**src/rtl/finger_dancer_pkg.sv**
```systemverilog
// Shared game-logic definitions for the finger-dancer judge and display stages.
package finger_dancer_pkg;

  typedef enum logic [1:0] {
    IDLE = 2'd0,
    SHOW = 2'd1,
    GAP  = 2'd2,
    DONE = 2'd3
  } state_t;

  localparam int LANES   = 4;
  localparam int SCORE_W = 8;

  // Fibonacci feedback taps for x^8 + x^6 + x^5 + x^4 + 1 (bits 7,5,4,3).
  localparam logic [7:0] LFSR_TAPS = 8'hB8;

endpackage

```
**src/rtl/pattern_lfsr.sv**
```systemverilog
// 8-bit Fibonacci LFSR that picks the next target lane; steps once per adv pulse.
module pattern_lfsr
  import finger_dancer_pkg::*;
#(
  parameter logic [7:0] SEED = 8'hA5
) (
  input  logic       clk,
  input  logic       res,
  input  logic       adv,
  output logic [7:0] lfsr
);

  always_ff @(posedge clk) begin
    if (res) begin
      lfsr <= SEED;
    end else if (adv) begin
      lfsr <= {lfsr[6:0], ^(lfsr & LFSR_TAPS)};
    end
  end

endmodule

```
**src/rtl/hit_judge.sv**
```systemverilog
// Round sequencer and hit/miss judge feeding the display's score/pattern/C inputs.
// Optional MISS_PENALTY_EN: every miss decrements score, floored at zero.
module hit_judge
  import finger_dancer_pkg::*;
#(
  parameter int         WINDOW_CYC = 50_000_000,
  parameter int         GAP_CYC    = 12_500_000,
  parameter int         ROUNDS     = 32,
  parameter logic [7:0] SEED       = 8'hA5
) (
  input  logic               clk,
  input  logic               res,
  input  logic               start,
  input  logic [LANES-1:0]   btn,
  output logic [LANES-1:0]   pattern,
  output logic [SCORE_W-1:0] score,
  output logic               C,
  output logic               hit,
  output logic               game_over
);

  localparam int WIN_W = $clog2(WINDOW_CYC);
  localparam int GAP_W = (GAP_CYC > 1) ? $clog2(GAP_CYC) : 1;
  localparam logic [WIN_W-1:0] WIN_LAST   = WIN_W'(WINDOW_CYC - 1);
  localparam logic [GAP_W-1:0] GAP_LAST   = GAP_W'(GAP_CYC - 1);
  localparam logic [7:0]       ROUND_LAST = 8'(ROUNDS - 1);

  function automatic logic [SCORE_W-1:0] sat_inc(input logic [SCORE_W-1:0] s);
    return (s == {SCORE_W{1'b1}}) ? s : s + 1'b1;
  endfunction

  function automatic logic [SCORE_W-1:0] miss_score(input logic [SCORE_W-1:0] s);
`ifdef MISS_PENALTY_EN
    return (s == '0) ? s : s - 1'b1;
`else
    return s;
`endif
  endfunction

  logic [LANES-1:0]   btn_p0, btn_p1, btn_p2;
  logic [LANES-1:0]   btn_edge;
  state_t             state, state_next;
  logic [WIN_W-1:0]   win_cnt, win_next;
  logic [GAP_W-1:0]   gap_cnt, gap_next;
  logic [7:0]         round, round_next;
  logic [SCORE_W-1:0] score_next;
  logic               c_next, hit_next, adv;
  logic [7:0]         lfsr;
  logic               lfsr_unused;

  pattern_lfsr #(.SEED(SEED)) u_lfsr (
    .clk  (clk),
    .res  (res),
    .adv  (adv),
    .lfsr (lfsr)
  );

  // Only the low two bits select a lane; the rest is LFSR state.
  assign lfsr_unused = ^lfsr[7:2];

  // Stage p0/p1: metastability synchroniser; p2 holds the previous level for rise detection.
  assign btn_edge  = btn_p1 & ~btn_p2;
  assign pattern   = (state == SHOW) ? (LANES'(1) << lfsr[1:0]) : '0;
  assign game_over = (state == DONE);

  always_comb begin
    state_next = state;
    win_next   = win_cnt;
    gap_next   = gap_cnt;
    round_next = round;
    score_next = score;
    c_next     = 1'b0;
    hit_next   = 1'b0;
    adv        = 1'b0;
    unique case (state)
      IDLE, DONE: begin
        if (start) begin
          state_next = SHOW;
          score_next = '0;
          round_next = '0;
          win_next   = '0;
          adv        = 1'b1;
        end
      end
      SHOW: begin
        win_next = win_cnt + 1'b1;
        // A press landing on the final window cycle is judged as a press, not a timeout.
        if (btn_edge != '0) begin
          c_next     = 1'b1;
          state_next = GAP;
          gap_next   = '0;
          if (btn_edge == pattern) begin
            hit_next   = 1'b1;
            score_next = sat_inc(score);
          end else begin
            score_next = miss_score(score);
          end
        end else if (win_cnt == WIN_LAST) begin
          c_next     = 1'b1;
          state_next = GAP;
          gap_next   = '0;
          score_next = miss_score(score);
        end
      end
      GAP: begin
        gap_next = gap_cnt + 1'b1;
        if (gap_cnt == GAP_LAST) begin
          round_next = round + 1'b1;
          if (round == ROUND_LAST) begin
            state_next = DONE;
          end else begin
            state_next = SHOW;
            win_next   = '0;
            adv        = 1'b1;
          end
        end
      end
      default: state_next = IDLE;
    endcase
  end

  always_ff @(posedge clk) begin
    if (res) begin
      btn_p0  <= '0;
      btn_p1  <= '0;
      btn_p2  <= '0;
      state   <= IDLE;
      win_cnt <= '0;
      gap_cnt <= '0;
      round   <= '0;
      score   <= '0;
      C       <= 1'b0;
      hit     <= 1'b0;
    end else begin
      btn_p0  <= btn;
      btn_p1  <= btn_p0;
      btn_p2  <= btn_p1;
      state   <= state_next;
      win_cnt <= win_next;
      gap_cnt <= gap_next;
      round   <= round_next;
      score   <= score_next;
      C       <= c_next;
      hit     <= hit_next;
    end
  end

endmodule

```
**config.mk**
```make
export PLATFORM = sky130hd
export DESIGN_NAME = hit_judge
export DESIGN_NICKNAME = d
export VERILOG_FILES = /design/src/rtl/finger_dancer_pkg.sv /design/src/rtl/pattern_lfsr.sv /design/src/rtl/hit_judge.sv
export SDC_FILE = /design/constraint.sdc
export NUM_CORES = 1
export LEC_CHECK = 0
export CORE_MARGIN = 2
export CORE_UTILIZATION = 40
export DETAILED_ROUTE_END_ITERATION = 10
export PLACE_DENSITY = 0.69
export SYNTH_ARGS = -nofsm -noshare
export SYNTH_HDL_FRONTEND = slang
export SYNTH_HIERARCHICAL = 1
export SYNTH_SLANG_ARGS = --single-unit
```
**constraint.sdc**
```tcl
create_clock -name clk -period 2.6 [get_ports clk]
set_clock_uncertainty 0.05 [all_clocks]
set_input_delay 0.39 -clock clk [delete_from_list [all_inputs] [get_ports clk]]
set_output_delay 0.39 -clock clk [all_outputs]
set_load 0.03 [all_outputs]
```
==> metrics <==
Detail Placement HPWL=7110 um; setup TNS=0 ps; portion of total power attributed to sequential cells=43.3%; top cell types by occurrence after synthesis=sky130_fd_sc_hd__dfxtp_1 (90), sky130_fd_sc_hd__nor2_1 (60), sky130_fd_sc_hd__nand2_1 (52); status=completed; final cycle utilization of the critical path=89.7%; biggest area consumer among synthesized cells=sky130_fd_sc_hd__dfxtp_1; Post-CTS Setup Repair Bufs=0; antenna violations before repair=0; number of global-route vias before repair=3,643; worst slew pin tran=681 ps; Final setup violation count=0; arrival time worst endpoint=2580 ps; top achievable clock speed=429 MHz; switching portion of total power=35.2%; Ports=22; CTS root buf=sky130_fd_sc_hd__clkbuf_8; total of buffers placed on input and output ports=21; total number of clock tree sinks=90; post-synthesis cell area=4490 um2; synthesized instance count=535; Final Net Count=575; main area contributors after synthesis=sky130_fd_sc_hd__dfxtp_1 (40%), sky130_fd_sc_hd__nor2_1 (5.0%), sky130_fd_sc_hd__nand2_1 (4.3%); post-synthesis net count=550; Async SR Flop Fraction=0%; dominant cell by count in the synthesized netlist=sky130_fd_sc_hd__dfxtp_1; proportion of power drawn by the clock network=28.4%; number of library cell types mapped by synthesis=59; fin. max-slew vios=0; MaxCap Viol Count=0; min Tclk post-route=2330 ps; GR Overflow Total=0; nature of the critical path startpoint=register; Warnings, synthesis=6; x dimension of the die=110 um; power density over the cells=691 nW/um2; sequential share of the synthesized area=40.1%; Detailed Route Iter0 Violations=187; area delta synth->final=13.6%; number of hold violations in the final report=0; clock-pin slew on the worst setup and hold paths=90 ps; register-to-register path setup slack=270 ps; type of destination of the critical path=register; average cell area after synthesis=8.40 um2; H-tree depth=3; overall routed net length=10,100 um; via total after detailed routing=3,965; Yosys top cell area share=40.1%; wire length of the first global-routing pass=16,900 um; vias per std cell=5.62; peak ir drop on the vdd network=0.453 mV; TritonCTS Buffers=9; die boundary height=110 um; number of cell rows=38; TritonCTS clock tree=built; number of hold buffers added after cts=0; Max FO, Critical Path=20; Die Footprint=12,100 um2; Starting Density=41.3%; hold crit path type=input port to register; combinational fraction of design power=28.3%; Routed wire per std cell=14.3 um; RePlAce Congestion=0.860; Post-Route Utilization=46.9%; count of nets left with antenna violations after detail routing=0; Cell Int Power=2.29 mW; RSZ-0062 raised after global routing=false; total inserted antenna cells=0; number of design rule violations left after detail routing=0; global-route total usage across every layer=17.3%; Leak=1.68 nW; WS Path Type=register to register; maximum number of pins on one net before global-route repair=30; Max-slew headroom=54.6%; number of enable-type register cells in the synthesized netlist=0; Clock Path Buffers=2; Skew-Pair Late Insertion Delay=370 ps; number of iterations in the first detailed-routing pass=5; number of synthesized register bits=90; net switching power figure=1.24 mW; floorplan core area=10,900 um2; share of post-route cells with drive strength above 1=8.67%; WP data required=2840 ps; most used flip-flop cell after synthesis=sky130_fd_sc_hd__dfxtp_1; number of resized instances in the post-cts repair step=0
[stage by stage]
stage,area [um2],total power [mW],hold WS [ps],std cells,setup slack [ps]
6_report,5110,3.53,363,705,268
5_1_grt,5110,3.72,376,705,8.13
4_1_cts,5100,3.54,353,704,212
3_5_place_dp,4890,2.54,376,688,245
3_3_place_gp,4890,2.51,371,688,297
2_1_floorplan,4490,2.24,364,535,49.0
[sequential cells by signal, summed over array words and instances (netlist names)]
| name | count |
|---|---|
| btn_p2 | 4 |
| btn_p1 | 4 |
| win_cnt | 26 |
| hit | 1 |
| C | 1 |
| score | 8 |
| round | 8 |
| state | 2 |
| btn_p0 | 4 |
| u_lfsr/lfsr | 8 |
| gap_cnt | 24 |
[power by group through the flow]
stage               clock, mW  sequential [mW]  combinational, mW
floorplan                   0             1.55              0.696
global placement            0             1.55              0.958
detailed placement          0             1.56              0.981
CTS                      1.03             1.53              0.983
global route             1.09             1.54               1.09
finish                   1.00             1.53               1.00
[layer usage]
layer,vias up,GRT usage (%),part of all wire [%]
li1,1983,-,-
met1,1894,22.6,48
met2,71,28.1,47
met3,17,4.06,3.3
met4,0,5.70,1.6
met5,-,0,0
[cells in the final DEF (no fill, tap or decap), drive strengths merged, types with 7 or more instances in the layout]
| cell type | Yosys | layout |
|---|---|---|
| and3 | 8 | 8 |
| nor2 | 60 | 60 |
| dfxtp | 90 | 90 |
| buf | 7 | 21 |
| nand2 | 52 | 52 |
| xnor2 | 19 | 19 |
| ha | 8 | 8 |
| nor3 | 7 | 7 |
| nor2b | 19 | 19 |
| a211o | 7 | 7 |
| o31ai | 9 | 9 |
| nand4 | 25 | 25 |
| mux2i | 9 | 9 |
| a2111oi | 10 | 10 |
| nand3 | 24 | 24 |
| clkbuf | 17 | 9 |
| or4 | 7 | 7 |
| nand2b | 8 | 8 |
| or3 | 7 | 7 |
| inv | 24 | 28 |
| xor2 | 14 | 14 |
| clkdlybuf4s50 | 0 | 16 |
| a21oi | 21 | 21 |
| o21ai | 11 | 11 |
[cells by family (layout without fill, tap and decap cells)]
| logic type | after synthesis | after routing | share of synthesized area (%) |
|---|---|---|---|
| compound gates | 95 | 96 | 15.2 |
| xor+xnor | 33 | 33 | 6.43 |
| fa+ha+maj | 8 | 8 | 2.23 |
| buf+inv | 49 | 78 | 4.26 |
| flops | 90 | 90 | 40.1 |
| mux | 12 | 12 | 2.76 |
| simple gates | 248 | 248 | 29.0 |
[layout make-up]
cell class              count  area (um2)
fillers                  1069        5780
multi-input cells         397        2510
flip-flops and latches     90        1800
repair buffers             37         315
well taps                 140         175
clock buffers               9         124
inverters                  25        93.8
clock inverters             7        83.8
[worst paths after layout]
| path | startpoint | endpoint | depth (start not counted) |
|---|---|---|---|
| worst max-delay path | gap_cnt[0]$_SDFFE_PP0P_ | win_cnt[6]$_SDFFE_PP0P_ | 9 |
| worst min-delay path | res | btn_p2[0]$_SDFF_PP0_ | 2 |
| worst max register to register | gap_cnt[0]$_SDFFE_PP0P_ | win_cnt[6]$_SDFFE_PP0P_ | 9 |
| worst min register to register | btn_p0[2]$_SDFF_PP0_ | btn_p1[2]$_SDFF_PP0_ | 1 |
[worst max-delay path, stage by stage (launching register included)]
cell                      delay, ps
sky130_fd_sc_hd__dfxtp_1        380
sky130_fd_sc_hd__ha_1           210
sky130_fd_sc_hd__and4_1         220
sky130_fd_sc_hd__nand4_1        180
sky130_fd_sc_hd__o31ai_2        230
sky130_fd_sc_hd__buf_4          270
sky130_fd_sc_hd__nand2_1         90
sky130_fd_sc_hd__buf_4          170
sky130_fd_sc_hd__or3_1          300
sky130_fd_sc_hd__a21oi_1        160
Power figures use the tool's default switching activity.
==> RTL change: new RTL, config.mk and constraints unchanged <==
Add a define of `MISS_PENALTY_EN`.
--- a/src/rtl/hit_judge.sv
+++ b/src/rtl/hit_judge.sv
@@ -1,5 +1,7 @@
 // Round sequencer and hit/miss judge feeding the display's score/pattern/C inputs.
 // Optional MISS_PENALTY_EN: every miss decrements score, floored at zero.
+`define MISS_PENALTY_EN
+
 module hit_judge
   import finger_dancer_pkg::*;
 #(
Function: same outputs for any inputs over 10 cycles, from zero or initial values; that may be too few to reach the edited logic, so the function may still have changed.
==> RTL change against the original RTL <==
- routed wire length is 3.0% lower
- final area is 4.0% higher
- via count is 3.1% lower
- total power is 2.5% lower
- sequential cell count stayed put
- utilization is 0.23 points higher
- worst hold slack better by 0.036 ns
- clock power is 23% higher
- synthesized area is 1.8% higher
- setup slack worse by 0.14 ns
- combinational power is 28% lower
- count of clock-buffer cells in the layout is 1 higher
- critical path type unchanged
- critical endpoint is now score[4]$_SDFFE_PP0P_
- largest cell class unchanged
- largest power group unchanged
==> RTL change: results (changes against the original RTL) <==
status: "complete, no violations"  # unchanged
critPathMaxFanout: 10  # was 20
power.leakage_nw: 1.91  # was 1.68 nW
worst_path_max_delay_cell: "o311a_4"  # was dfxtp_1
synthAdderAreaFrac: 0.0274  # was 0.0223
r2r_slack_ns: 0.13  # was 0.27 ns
critPathMaxStageDelay_ns: 0.44  # was 0.38 ns
place_inst: 696  # was 688
grt_first_pass_wirelength_microns: 16300  # was 16900 microns
p_sw_w: 0.00103  # was 0.00124 W
nets: 584  # was 575
yosysUniqueCellTypes: 61  # was 59
drive_gt1_frac: 0.107  # was 0.0867
synth_nets: 555  # was 550
synth_compound_area_frac: 0.104  # was 0.152
fill_cells: 1056  # was 1069
ys_warn_count: 6  # unchanged
clkSlewWorstSetupHoldPaths_ns: 0.07  # was 0.09 ns
grt_pass1_vias: 3636  # was 3643
viasPerCell: 5.38  # was 5.62
dp_hpwl_microns: 6710  # was 7110 microns
via_count: 3844  # was 3965
grt_max_degree: 19  # was 30
muxShareOfSynthArea: 0.0364  # was 0.0276
synth_area_leaders: "dfxtp_1 39%, xor2_1 6.5%, nor2_1 5.7%, nand2_1 3.9%, nand4_1 3.4%"  # was dfxtp_1 40%, nor2_1 5.0%, nand2_1 4.3%, xnor2_1 3.7%, nand4_1 3.5%
vdd_drop_max_mv: 0.429  # was 0.453 mV
drt_iter0_markers: 195  # was 187
place.gp.congestion: 0.857  # was 0.860
syn_avg_cell_area_sq_um: 8.50  # was 8.40 sq um
synth_xor_xnor_area_share: 0.0900  # was 0.0643
ys_top_cells_by_count: "90 x dfxtp_1, 69 x nor2_1, 47 x nand2_1"  # was 90 x dfxtp_1, 60 x nor2_1, 52 x nand2_1
diodes: 0  # unchanged
ys_seq_area_frac: 0.394  # was 0.401
root_buffer: "clkbuf_16"  # was clkbuf_8
wl_per_cell_microns: 13.6  # was 14.3 microns
holdWs_ns: 0.399  # was 0.363 ns
grt.total_usage: 0.159  # was 0.173
crit_family: "compound AO/OA/AOI/OAI gates"  # was simple AND/OR/NAND/NOR gates
hp-class: "flop to flop"  # was primary input to flop
clk_latency_ns: 0.35  # was 0.37 ns
maxSlewHeadroom: 0.669  # was 0.546
worstPathArrival_ns: 2.66  # was 2.58 ns
-- RTL change: power groups by stage --
stage	combinational (W)	clock, W	sequential, W
3_3_place_gp	0.000676	0	0.00152
3_5_place_dp	0.000687	0	0.00152
5_1_grt	0.000780	0.00132	0.00150
4_1_cts	0.000692	0.00125	0.00149
2_1_floorplan	0.000491	0	0.00151
6_report	0.000719	0.00123	0.00149
-- RTL change: routing by layer --
layer  GRT usage  routed length (microns)  vias to the layer above
met1       0.198                     4560                     1783
met3      0.0421                      498                       14
met5           0                        0                        -
met2       0.262                     4520                       99
li1            -                        -                     1948
met4      0.0658                      177                        0
-- RTL change: final cells by class --
type	count	area, sq um	share of cell area
Tap cell	143	179	0.0337
Clock inverter	6	41.3	0.00777
Multi-Input combinational cell	416	2660	0.500
Sequential cell	90	1800	0.339
Clock buffer	10	239	0.0450
Timing Repair Buffer	39	355	0.0669
Inverter	11	41.3	0.00777
-- RTL change: worst paths after layout --
kind / start / to / cells past startpoint
hold reg to reg: btn_p0[3]$_SDFF_PP0_ / btn_p1[3]$_SDFF_PP0_ / 1
setup / recovery: win_cnt[0]$_SDFFE_PP0P_ / score[4]$_SDFFE_PP0P_ / 9
hold / removal: btn_p0[3]$_SDFF_PP0_ / btn_p1[3]$_SDFF_PP0_ / 1
setup reg to reg: win_cnt[0]$_SDFFE_PP0P_ / score[4]$_SDFFE_PP0P_ / 9
-- RTL change: metrics by stage --
step	total power, W	util	setup TNS [ns]	instance area, sq um	setup slack [ns]
floorplan	0.00201	-	0	4580	0.105
global placement	0.00219	0.443	0	4990	0.235
detailed placement	0.00221	0.443	0	4990	0.106
CTS	0.00343	0.468	0	5280	0.0358
global route	0.00359	0.471	-0.0169	5310	-0.00881
finish	0.00344	0.471	0	5310	0.130
